### src/rtl/trees_pkg.sv
// -----------------------------------------------------------------------------
// trees_pkg
//   Shared types and sizing helpers for the trees burst driver.
//   - state_t        : job sequencing states
//   - half_n_feature : 64-bit words per sample (two 32-bit features per word)
//   - len_w          : width of a sample count / prediction index
//   - faddr_w        : width of a feature word address
//   - cnt_w          : width of the feature word counter (one extra bit so a
//                      full job's word count never wraps)
//   - tmo_w          : width of the WAIT_DONE timeout counter
// -----------------------------------------------------------------------------
package trees_pkg;

   typedef enum logic [2:0] {
      IDLE      = 3'd0,
      LOAD      = 3'd1,
      START     = 3'd2,
      WAIT_DONE = 3'd3,
      DRAIN     = 3'd4
   } state_t;

   function automatic int half_n_feature(input int n_feature);
      return n_feature / 2;
   endfunction

   function automatic int len_w(input int max_burst);
      return $clog2(max_burst) + 1;
   endfunction

   function automatic int faddr_w(input int max_burst, input int n_feature);
      int w;
      w = $clog2(max_burst * n_feature / 2);
      return (w < 1) ? 1 : w;
   endfunction

   function automatic int cnt_w(input int max_burst, input int n_feature);
      return faddr_w(max_burst, n_feature) + 1;
   endfunction

   function automatic int tmo_w(input int timeout_cycles);
      int w;
      w = $clog2(timeout_cycles + 1);
      return (w < 1) ? 1 : w;
   endfunction

endpackage

### src/rtl/trees_out_skid.sv
// -----------------------------------------------------------------------------
// trees_out_skid
//   Single-entry valid/ready output register. A new word is taken whenever the
//   register is empty or its current word is being accepted downstream, so the
//   stream runs at full rate and holds data/valid steady while stalled.
//   Ports:
//     clk, rst_n          clock, asynchronous active-low reset
//     clear               synchronous flush (drops out_valid)
//     in_valid/in_ready   upstream handshake, in_data word
//     out_valid/out_ready downstream handshake, out_data word
// -----------------------------------------------------------------------------
module trees_out_skid #(
   parameter int W = 64
) (
   input  logic         clk,
   input  logic         rst_n,
   input  logic         clear,
   input  logic         in_valid,
   output logic         in_ready,
   input  logic [W-1:0] in_data,
   output logic         out_valid,
   input  logic         out_ready,
   output logic [W-1:0] out_data
);

   logic         valid_reg;
   logic [W-1:0] data_reg;

   assign in_ready  = !valid_reg || out_ready;
   assign out_valid = valid_reg;
   assign out_data  = data_reg;

   always_ff @(posedge clk or negedge rst_n) begin
      if (!rst_n) begin
         valid_reg <= 1'b0;
         data_reg  <= '0;
      end else if (clear) begin
         valid_reg <= 1'b0;
      end else if (in_ready) begin
         valid_reg <= in_valid;
         if (in_valid) begin
            data_reg <= in_data;
         end
      end
   end

endmodule

### src/rtl/trees_burst_driver.sv
// -----------------------------------------------------------------------------
// trees_burst_driver
//   Sequences one inference job on a tree accelerator: streams feature words
//   into the accelerator memory, pulses start, waits for done (with timeout),
//   then reads back predictions packed 8 per 64-bit word onto an output stream.
//   Ports:
//     clk, rst_n                  clock, asynchronous active-low reset
//     cfg_valid, cfg_burst_len    job request and its sample count
//     abort                       synchronous cancel of the running job
//     in_valid/in_ready/in_data   feature word stream (sample-major)
//     load_features, feature_addr,
//     features2, burst_len, start accelerator write/start side
//     prediction, prediction_addr,
//     done                        accelerator read side (prediction is a
//                                 combinational read of prediction_addr)
//     out_valid/out_ready/out_data packed prediction stream
//     busy, job_done, err         status (job_done/err are one-cycle pulses)
// -----------------------------------------------------------------------------
module trees_burst_driver
   import trees_pkg::*;
#(
   parameter int N_FEATURE      = 32,
   parameter int MAX_BURST      = 5000,
   parameter int TIMEOUT_CYCLES = 1000000
) (
   input  logic                                   clk,
   input  logic                                   rst_n,
   input  logic                                   cfg_valid,
   input  logic [len_w(MAX_BURST)-1:0]            cfg_burst_len,
   input  logic                                   abort,
   input  logic                                   in_valid,
   output logic                                   in_ready,
   input  logic [63:0]                            in_data,
   output logic                                   load_features,
   output logic [faddr_w(MAX_BURST,N_FEATURE)-1:0] feature_addr,
   output logic [63:0]                            features2,
   output logic [len_w(MAX_BURST)-1:0]            burst_len,
   output logic                                   start,
   input  logic [63:0]                            prediction,
   output logic [len_w(MAX_BURST)-1:0]            prediction_addr,
   input  logic                                   done,
   output logic                                   out_valid,
   input  logic                                   out_ready,
   output logic [63:0]                            out_data,
   output logic                                   busy,
   output logic                                   job_done,
   output logic                                   err
);

   localparam int HALF    = half_n_feature(N_FEATURE);
   localparam int HALF_SH = $clog2(HALF);
   localparam int LEN_W   = len_w(MAX_BURST);
   localparam int FADDR_W = faddr_w(MAX_BURST, N_FEATURE);
   localparam int CNT_W   = cnt_w(MAX_BURST, N_FEATURE);
   localparam int TMO_W   = tmo_w(TIMEOUT_CYCLES);

   localparam logic [LEN_W-1:0] MAX_LEN  = LEN_W'(MAX_BURST);
   localparam logic [TMO_W-1:0] TMO_LAST = TMO_W'(TIMEOUT_CYCLES - 1);

   state_t             state_reg, state_next;
   logic [LEN_W-1:0]   burst_len_reg;
   logic [CNT_W-1:0]   total_reg;      // feature words expected this job
   logic [CNT_W-1:0]   wr_cnt_reg;
   logic               load_features_reg;
   logic [63:0]        features2_reg;
   logic [FADDR_W-1:0] feature_addr_reg;
   logic [TMO_W-1:0]   tmo_cnt_reg;
   logic [LEN_W-1:0]   rd_idx_reg;
   logic [LEN_W-1:0]   hs_cnt_reg;     // output handshakes completed

   logic [CNT_W-1:0]   cfg_total;
   logic [LEN_W-1:0]   nw;
   logic               len_ok;
   logic               accept;
   logic               wr_fire;
   logic               drain_load;
   logic               abort_hit;
   logic               skid_in_ready;
   logic               out_fire;

   // Words per job = samples * HALF; a shift when HALF is a power of two.
   generate
      if ((1 << HALF_SH) == HALF) begin : g_total_shift
         assign cfg_total = CNT_W'(cfg_burst_len) << HALF_SH;
      end else begin : g_total_mul
         assign cfg_total = CNT_W'(cfg_burst_len) * CNT_W'(HALF);
      end
   endgenerate

   // Output words = ceil(samples / 8).
   assign nw        = (burst_len_reg + LEN_W'(7)) >> 3;
   assign len_ok    = (cfg_burst_len != '0) && (cfg_burst_len <= MAX_LEN);
   assign abort_hit = abort && (state_reg != IDLE);
   assign out_fire  = out_valid && out_ready;

   assign busy            = (state_reg != IDLE);
   assign burst_len       = burst_len_reg;
   assign load_features   = load_features_reg;
   assign features2       = features2_reg;
   assign feature_addr    = feature_addr_reg;
   assign prediction_addr = rd_idx_reg;

   always_ff @(posedge clk or negedge rst_n) begin
      if (!rst_n) begin
         state_reg <= IDLE;
      end else begin
         state_reg <= state_next;
      end
   end

   always_comb begin
      state_next = state_reg;
      in_ready   = 1'b0;
      start      = 1'b0;
      err        = 1'b0;
      job_done   = 1'b0;
      accept     = 1'b0;
      wr_fire    = 1'b0;
      drain_load = 1'b0;

      case (state_reg)
         IDLE: begin
            if (cfg_valid) begin
               if (len_ok) begin
                  accept     = 1'b1;
                  state_next = LOAD;
               end else begin
                  err = 1'b1;
               end
            end
         end
         LOAD: begin
            in_ready = (wr_cnt_reg < total_reg) && !abort;
            wr_fire  = in_valid && in_ready;
            // The last write is issued in the cycle the count reaches total.
            if (wr_cnt_reg == total_reg) begin
               state_next = START;
            end
         end
         START: begin
            start      = 1'b1;
            state_next = WAIT_DONE;
         end
         WAIT_DONE: begin
            if (done) begin
               state_next = DRAIN;
            end else if (tmo_cnt_reg == TMO_LAST) begin
               err        = 1'b1;
               state_next = IDLE;
            end
         end
         DRAIN: begin
            drain_load = (rd_idx_reg < nw) && skid_in_ready;
            if (out_fire && (hs_cnt_reg == nw - LEN_W'(1))) begin
               job_done   = 1'b1;
               state_next = IDLE;
            end
         end
         default: begin
            state_next = IDLE;
         end
      endcase

      if (abort_hit) begin
         state_next = IDLE;
         start      = 1'b0;
         err        = 1'b0;
         job_done   = 1'b0;
         drain_load = 1'b0;
      end
   end

   always_ff @(posedge clk or negedge rst_n) begin
      if (!rst_n) begin
         burst_len_reg     <= '0;
         total_reg         <= '0;
         wr_cnt_reg        <= '0;
         load_features_reg <= 1'b0;
         features2_reg     <= '0;
         feature_addr_reg  <= '0;
         tmo_cnt_reg       <= '0;
         rd_idx_reg        <= '0;
         hs_cnt_reg        <= '0;
      end else begin
         load_features_reg <= wr_fire;
         if (wr_fire) begin
            features2_reg    <= in_data;
            feature_addr_reg <= wr_cnt_reg[FADDR_W-1:0];
            wr_cnt_reg       <= wr_cnt_reg + CNT_W'(1);
         end
         if (state_reg == WAIT_DONE) begin
            tmo_cnt_reg <= tmo_cnt_reg + TMO_W'(1);
         end
         if (drain_load) begin
            rd_idx_reg <= rd_idx_reg + LEN_W'(1);
         end
         if ((state_reg == DRAIN) && out_fire) begin
            hs_cnt_reg <= hs_cnt_reg + LEN_W'(1);
         end
         if (accept) begin
            burst_len_reg <= cfg_burst_len;
            total_reg     <= cfg_total;
            wr_cnt_reg    <= '0;
            tmo_cnt_reg   <= '0;
            rd_idx_reg    <= '0;
            hs_cnt_reg    <= '0;
         end
      end
   end

   trees_out_skid #(
      .W (64)
   ) u_out_skid (
      .clk       (clk),
      .rst_n     (rst_n),
      .clear     (abort_hit),
      .in_valid  (drain_load),
      .in_ready  (skid_in_ready),
      .in_data   (prediction),
      .out_valid (out_valid),
      .out_ready (out_ready),
      .out_data  (out_data)
   );

endmodule

### config.mk
export PLATFORM = sky130hd
export DESIGN_NAME = trees_burst_driver
export DESIGN_NICKNAME = d
export VERILOG_FILES = /design/src/rtl/trees_pkg.sv /design/src/rtl/trees_out_skid.sv /design/src/rtl/trees_burst_driver.sv
export SDC_FILE = /design/constraint.sdc
export NUM_CORES = 1
export LEC_CHECK = 0
export ABC_AREA = 1
export BUFFER_PORTS_ARGS = -buffer_cell sky130_fd_sc_hd__buf_2
export CAP_MARGIN = 25
export CORE_ASPECT_RATIO = 0.9
export CORE_UTILIZATION = 57
export DETAILED_ROUTE_END_ITERATION = 12
export GPL_ROUTABILITY_DRIVEN = 0
export GPL_TIMING_DRIVEN = 1
export PLACE_DENSITY = 0.87
export SLEW_MARGIN = 15
export SYNTH_ARGS = -nofsm -noshare
export SYNTH_HDL_FRONTEND = slang
export SYNTH_SLANG_ARGS = --single-unit
### constraint.sdc
create_clock -name clk -period 8 [get_ports clk]
set_clock_uncertainty 0.2 [all_clocks]
set_input_delay 0 -clock clk [delete_from_list [all_inputs] [get_ports clk]]
set_output_delay 0 -clock clk [all_outputs]
set_load 0.02 [all_outputs]
Word level (Yosys, flattened, before mapping) --
Cells that the tools add are included.
Storage, ports and cells: register bits 230, bits in latches 0, bits in writable memories 0, ROM bits 0, input port bits 149, output and inout port bits 180, memories 0
Cells by class: add/sub/neg operators 6, multiply operators 0, div/mod/pow operators 0, magnitude comparators 3, equality and inequality tests 12, shift operators 0, muxes and demuxes 36, bitwise gates (word level) 1, reductions and logical operators 21
Operators by type and width (count):
- $mux 14 | 4
- $mux 20 | 2
- $mux 18 | 2
- $add 14x1->14 const B | 2
- $mux 3 | 7
- $add 20x1->20 const B | 1
- $eq 20x20->1 const B | 1
- $mux 1 | 19
- $add 18x1->18 const B | 1
- $eq 18x18->1 | 1
- $lt 18x18->1 | 1
- $pmux 3 s5 | 1
- $add 14x3->14 const B | 1
- $eq 14x14->1 | 1
- $le 14x13->1 const B | 1
- $lt 14x11->1 | 1
- $reduce_bool 14->1 | 1
- $ne 3x3->1 const B | 4
- $sub 11x1->12 const B | 1
- $reduce_bool 2->1 | 5
- $logic_and 1x1->1 | 8
- $eq 3x2->1 const B | 2
- $reduce_and 5->1 | 1
- $ne 4x4->1 const B | 1
- other kinds (9) | 10

Logic depth before layout (Yosys ltp) --
Gate-level depths: netlist (run 1).
depth in word-level cells 7, depth in mapped cells 19, depth with buffers taken out 18

Cells and area by module --
From an unflattened synthesis (run 1), not the netlist that was laid out.
Second synthesis, totals: cell total of the unflattened synthesis 1465, area total of the unflattened synthesis 11890.2 µm²
Modules (own cells, without submodules):
- trees_burst_driver | instances 1, cells each 1182, area each 8947.3 µm², seq. area each 4129.0 µm²
- trees_out_skid | instances 1, cells each 283, area each 2942.8 µm², seq. area each 1626.6 µm²

Least setup slack after synthesis (run 1) --
OpenSTA, ideal clock, no wires.
path type flip-flop to flip-flop, start register, netlist name burst_len[5], end register features2_reg[34], in the netlist features2[34], arrival 2.661 ns, data required time 7.734 ns, slack 5.073 ns, stages on the path, launching flop included 16, path buffers 2, clock period less this slack 2.927 ns, path through dfrtp_1 inv_1 ha_1 nand2_1 nor2_1 o21ai_0 o211ai_1 nand3_1 nand3_1 nor2_1 nand2_1 clkinv_1 buf_2 buf_1 nand2_1 nand2_1
RTL lines:
- end signal, assigned | RTL line trees_burst_driver.sv:187 | features2_reg <= in_data;
- end, declared | RTL line trees_burst_driver.sv:65 | logic [63:0] features2_reg;

==> results.txt, run 1 <==
full die area: 20460 µm²
fraction of layout instances using a drive strength above 1: 0.2098
GRT overflow: 0
area of all placed cells without fillers: 16250 µm²
NetSw: 2486 µW
overall via count from detail_route: 13.18k
count of cells along the worst register-to-register path: 15
critical path type: reg2reg
Worst Setup End Kind: flip-flop
Primary FF master, synth: dfrtp_1
detailed-placement wirelength estimate: 22160 µm
cell area reported after detailed placement: 13180 µm²
hold wc startpoint: in_data[28]
FP Rows: 48
Arrival @ worst endpoint: 4.66 ns
I/O pin total: 329
outcome: complete, no violations
warning count from the yosys run: 0
cell count after placement: 1985
number of buffers inserted during clock tree synthesis: 25
remaining number of nets flagged by the antenna check after routing: 0
gr usage total: 0.4420
clock slew seen by the registers of the worst setup and hold paths: 0.07 ns
unrepaired setup endpoints after global routing: no
Routed Wire Length: 45320 µm
register-to-register path setup slack: 3.61 ns
nets in the synthesized netlist: 1624
total DRC errors in the routed layout: 0
power density relative to cell area: 337.1 nW/µm²
vias per cell: 5.835
# Max-Cap Violations: 0
leakage power figure: 0.008940 µW
mean area per synthesized cell: 7.846 µm²
wire length of the first global-routing pass: 68470 µm
worst-margin pin slew: 0.9360 ns
min-delay worst type: in2reg
Logic pwr share: 0.431
htree depth: 1
largest net degree at the start of global routing: 106
IR Drop Worst-Case VDD: 0.2606 mV
maximum clock insertion buffer count: 3
total standard cell area after synthesis: 11340 µm²
part of the Yosys area used for sequential elements: 0.5077
root buffer cell: clkbuf_16
total clock sinks: 230
switching part of the total power: 0.4539
First DRT Iteration DRCs: 1517
data required time of the worst path: 8.27 ns
hold path endpoint: features2[28]
peak fanout along the critical path: 56
max-slew headroom at the worst pin: 0.3722
vias in the first global route: 13.16k
design internal power: 2991 µW
number of port buffers: 328
TritonCTS clock tree: built
number of standard cells after synthesis: 1445
per-cell routed wire length: 20.06 µm
antenna violations before repair: 7
sequential share of power: 0.351
final hold viol count: 0
capture instance of the worst register-to-register path: features2[6]
starting density of the core: 0.5862
number of standard cells in the layout, taps in and fillers out: 2259
area growth from synthesis to layout: 43.32%
count of final setup violators: 0
fin crit share: 0.5483
later-pin clock latency in the skew report: 0.54 ns
Post-CTS Setup Inserts: 0
#FFs+latches synth: 230
Pins Over Slew Limit: 0
final total negative setup slack: 0 ns
number of synthesized flops with an enable pin: 0
CP Launch Type: flip-flop
share of flip-flops with an asynchronous set or reset: 1.000
vertical die dimension: 135.8 µm
final worst path period need: 4.387 ns
DR pass1 iterations: 8
net count reported at finish: 2162
startpoint of the most critical register-to-register path: burst_len[5]
Fmax: 228.0 MHz
Distinct cells, synth: 43
standard cell core area: 19340 µm²
number of cells on the worst hold path: 4
die outline width: 150.7 µm
portion of total power attributed to the clock network: 0.218
-- routing by layer --
metal	track usage	part of all wire
met5	0	0
met4	0.3222	0.090
met3	0.1148	0.10
met2	0.7125	0.47
met1	0.5110	0.34
-- cell type report --
class / instances / area, µm²
diodes: 7 / 17.52
clock inverters: 11 / 122.6
inverters: 146 / 553.0
flip-flops and latches: 230 / 5756
well taps: 250 / 312.8
clock buffers: 35 / 693.2
fillers: 1076 / 3090
multi-input cells: 1025 / 4845
repair buffers: 555 / 3949
-- worst max path at each step --
stage / startpoint / to / slack [ns]
finish: burst_len[5] / features2[6] / 3.61
global route: burst_len[5] / features2[12] / 3.55
CTS: burst_len[5] / features2[21] / 3.93
detailed placement: burst_len[5] / features2[10] / 3.97
global placement: burst_len[5] / features2[1] / 4.18
floorplan: burst_len[5] / features2[34] / 5.07
-- logic make-up after synthesis --
group                    count (synthesis)  synth area share
AO/OA/AOI/OAI                          124           0.06004
flip-flops                             230            0.5077
buffers and inverters                  190           0.06633
AND/OR/NAND/NOR                        858            0.3204
XOR/XNOR                                13           0.01247
adder cells (fa/ha/maj)                 30           0.03311
-- synth_stat cells, drive strengths merged, types with 10 or more instances --
master	count	area, µm²
nor3	31	160.1
nor2	89	402.9
nand2	612	2362
clkbuf	25	93.84
nand4	20	125.1
nor4	10	75.07
inv	143	541.8
xor2	11	96.34
buf	19	105.1
a21oi	31	155.2
o21ai	71	355.3
dfrtp	230	5756
ha	30	375.4
nand3	89	460.4
-- power groups by stage --
stage               combinational (µW)  clock (µW)  sequential [µW]
floorplan                          888           0             2280
global placement                  2010           0             1830
detailed placement                2070           0             1840
CTS                               2180        1170             1830
global route                      2530        1240             1940
finish                            2360        1190             1920
-- critical path, stage by stage, from the launching register on --
cell	delay, ns
dfrtp_1	0.53
inv_1	0.14
ha_1	0.33
nand2_1	0.14
nor2_1	0.07
o21ai_0	0.14
o211ai_1	0.18
nand3_1	0.14
nand3_1	0.10
nor2_1	0.27
nand2_4	0.39
buf_12	0.33
inv_2	0.52
buf_4	0.53
nand2_1	0.15
nand2_1	0.12
-- layout by cell type, fill, tap and decap left out, drive strengths merged, types with 2 or more instances in the layout --
cell	Yosys	routed
nand3	89	89
bufinv	0	2
diode	0	7
nor4	10	10
o21a	6	6
dfrtp	230	230
o211a	2	2
nor3	31	31
a21oi	31	31
xnor3	2	2
clkinv	3	9
dlygate4sd3	0	219
clkbuf	25	35
o21ai	71	71
inv	143	145
nand3b	2	2
buf	19	336
nand2	612	612
or3	2	2
a211oi	4	4
a31oi	3	3
o21bai	2	2
or2	2	2
nand4	20	20
ha	30	30
nor2	89	89
xor2	11	11
-- through the flow --
step                      power (µW)    util  worst slack [ns]  hold slack, ns
after global routing            5704  0.8401             3.550         0.02540
after floorplan                 3166       -             5.073         -0.4956
after CTS                       5180  0.8377             3.927       0.0004282
final                           5477  0.8402             3.613        0.005657
after detailed placement        3908  0.6813             3.966        -0.08690
after global placement          3838  0.6803             4.185        -0.09002
-- what timing repair did --
item / CTS / global route
hold buffers: 219 / 1
gates resized for setup: 0 / 0
endpoints found under the hold margin: 260 / 1
No activity file was read; power rests on OpenSTA's default activity.
==> run 2: changes to the inputs <==
- CORE_UTILIZATION: 57 -> 53
- PLACE_DENSITY: 0.87 -> 0.81
- clock period: 8 -> 4.3 ns (I/O delays scaled with it)
==> run 2 against run 1 <==
- routed wire length down 6.2%
- register-to-register slack got worse by 3.2 ns
- combinational power grew 87%
- sequential share of layout area down 0.41 points
- non-clock buffer count grew 22
- first-iteration DRC count down 5.4%
- cell count rose by 2.1%
- critical endpoint is now state_reg[1]
==> results.txt, run 2 (synthesized netlist as in run 1, its figures left out) <==
largest net degree at the start of global routing: 110 (was 106)
Logic pwr share: 0.440 (was 0.431)
vertical die dimension: 140.8 µm (was 135.8 µm)
design internal power: 5571 µW (was 2991 µW)
data required time of the worst path: 4.56 ns (was 8.27 ns)
Fmax: 257.0 MHz (was 228.0 MHz)
DR pass1 iterations: 6 (was 8)
clock slew seen by the registers of the worst setup and hold paths: 0.07 ns (about the same)
count of final setup violators: 0 (unchanged)
I/O pin total: 329 (unchanged)
overall via count from detail_route: 12.90k (was 13.18k)
Post-Place Worst Slack: 1.036 ns (was 3.966 ns)
series of cell instances along the critical path: nor2_2 -> nand2_4 -> nand2_1 -> nand2_1 -> ha_1 -> a21oi_1 -> o2111ai_1 -> nor2_1 -> nand3_1 -> nor2_1 -> nand4_1 -> nand2_1 -> nand3_1 -> dlygate4sd3_1 -> nand2_1 -> dlygate4sd3_1 (was inv_1 -> ha_1 -> nand2_1 -> nor2_1 -> o21ai_0 -> o211ai_1 -> nand3_1 -> nand3_1 -> nor2_1 -> nand2_4 -> buf_12 -> inv_2 -> buf_4 -> nand2_1 -> nand2_1)
CP startpoint: burst_len[1] (was burst_len[5])
switching part of the total power: 0.4463 (was 0.4539)
remaining number of nets flagged by the antenna check after routing: 0 (unchanged)
vias per cell: 5.590 (was 5.835)
starting density of the core: 0.5426 (was 0.5862)
worst-margin pin slew: 0.8951 ns (was 0.9360 ns)
Worst Setup End Kind: flip-flop (unchanged)
area growth from synthesis to layout: 45.00% (was 43.32%)
Pins Over Slew Limit: 0 (unchanged)
Routed Wire Length: 42500 µm (was 45320 µm)
leakage power figure: 0.009024 µW (was 0.008940 µW)
min-delay worst type: in2reg (unchanged)
Post-CTS Setup Inserts: 0 (unchanged)
maximum clock insertion buffer count: 3 (unchanged)
commonest cells after routing, fill and taps aside: nand2_1 (594), buf_2 (327), dlygate4sd3_1 (239), dfrtp_1 (230), inv_1 (140) (was nand2_1 (594), buf_2 (327), dfrtp_1 (230), dlygate4sd3_1 (219), inv_1 (140))
gr usage total: 0.3883 (was 0.4420)
worst-case setup margin in the final layout: 0.4093 ns (was 3.613 ns)
standard cell core area: 20900 µm² (was 19340 µm²)
count of instances resized after the clock tree is built: 0 (unchanged)
leading cell type in the layout, fill and taps excluded: nand2_1 (unchanged)
later-pin clock latency in the skew report: 0.54 ns (about the same)
portion of total power attributed to the clock network: 0.209 (was 0.218)
Slowest Stage Delay on Critical Path: 0.55 ns (was 0.53 ns)
First DRT Iteration DRCs: 1435 (was 1517)
NetSw: 4490 µW (was 2486 µW)
detailed route wirelength on metal3: 4111 µm (was 4695 µm)
max-slew headroom at the worst pin: 0.3996 (was 0.3722)
slowest stage cell, crit path: dlygate4sd3_1 (was dfrtp_1)
die outline width: 156.2 µm (was 150.7 µm)
startpoint of the most critical register-to-register path: burst_len[1] (was burst_len[5])
TritonCTS clock tree: built (unchanged)
IR Drop Worst-Case VDD: 0.4596 mV (was 0.2606 mV)
vias in the first global route: 12.87k (was 13.16k)
cell count after placement: 2024 (was 1985)
hold wc startpoint: prediction[21] (was in_data[28])
DR WL met2: 19820 µm (was 21080 µm)
CP dominant cell by count: nand2_1 (unchanged)
total clock sinks: 230 (unchanged)
final total negative setup slack: 0 ns (unchanged)
htree depth: 1 (unchanged)
outcome: complete, no violations (unchanged)
unrepaired setup endpoints after global routing: no (unchanged)
Arrival @ worst endpoint: 4.15 ns (was 4.66 ns)
critical path type: reg2reg (unchanged)
sequential share of power: 0.351 (about the same)
# Max-Cap Violations: 0 (unchanged)
register-to-register path setup slack: 0.41 ns (was 3.61 ns)
CP Launch Type: flip-flop (unchanged)
antenna violations before repair: 2 (was 7)
number of buffers inserted during clock tree synthesis: 25 (unchanged)
fraction of layout instances using a drive strength above 1: 0.2080 (was 0.2098)
wire length on met1: 15250 µm (was 15480 µm)
final-layout worst hold slack: 0.01168 ns (was 0.005657 ns)
cts-stage hold buffer count: 240 (was 219)
root buffer cell: clkbuf_16 (unchanged)
GRT overflow: 0 (unchanged)
number of port buffers: 328 (unchanged)
peak fanout along the critical path: 17 (was 56)
final hold viol count: 0 (unchanged)
final worst path period need: 3.891 ns (was 4.387 ns)
full die area: 21980 µm² (was 20460 µm²)
post-layout power: 10060 µW (was 5477 µW)
total DRC errors in the routed layout: 0 (unchanged)
wire length of the first global-routing pass: 66450 µm (was 68470 µm)
number of standard cells in the layout, taps in and fillers out: 2307 (was 2259)
per-cell routed wire length: 18.42 µm (was 20.06 µm)
net count reported at finish: 2184 (was 2162)
fillcell total: 1261 (was 1076)
highest metal layer with signal wires: met5 (was met4)
detailed-placement wirelength estimate: 21800 µm (was 22160 µm)
fin crit share: 0.9048 (was 0.5483)
FP Rows: 50 (was 48)
power density relative to cell area: 612.0 nW/µm² (was 337.1 nW/µm²)
[run 2: final cells by class]
cell class / count / area, µm² / area share
inverter: 146 / 553.0 / 0.03364
antenna: 2 / 5.005 / 0.0003045
sequential: 230 / 5756 / 0.3501
timing repair buffer: 577 / 4151 / 0.2525
tap: 286 / 357.8 / 0.02177
clock inverter: 9 / 88.84 / 0.005404
multi-input combinational: 1025 / 4845 / 0.2947
clock buffer: 32 / 681.9 / 0.04148
[run 2: path summary, 6_finish.rpt]
check,end,cells after the start
min in group asynchronous,prediction_addr[2],4
worst max-delay path,state_reg[1],16
worst min-delay path,u_out_skid.out_data[21],4
max in group asynchronous,wr_cnt_reg[17],4
worst min register to register,u_out_skid.out_data[56],2
worst max register to register,state_reg[1],16
[run 2: critical path: cells and delay by family (launching register included)]
kind | cells | cell delay [ns]
adder cells (fa/ha/maj) | 1 | 0.33
buffers and inverters | 2 | 1.08
AND/OR/NAND/NOR | 11 | 1.46
flip-flops | 1 | 0.43
AO/OA/AOI/OAI | 2 | 0.29
[run 2: power groups by stage]
stage	registers, µW	clock network [µW]	logic [µW]
after floorplan	4240	0	1650
after global placement	3400	0	3760
after detailed placement	3410	0	3850
after CTS	3410	2090	4140
after global routing	3580	2210	4750
final	3530	2110	4420
[run 2: metal layers]
metal / up-vias / global-route usage
met5: - / 0
met4: 2 / 0.2595
met3: 288 / 0.09038
met2: 932 / 0.6379
met1: 5991 / 0.4551
li1: 5682 / -
[run 2: stage by stage]
step,util,area (µm²)
2_1_floorplan,-,11340
3_3_place_gp,0.6338,13240
3_5_place_dp,0.6338,13240
4_1_cts,0.7865,16430
5_1_grt,0.7866,16440
6_report,0.7867,16440
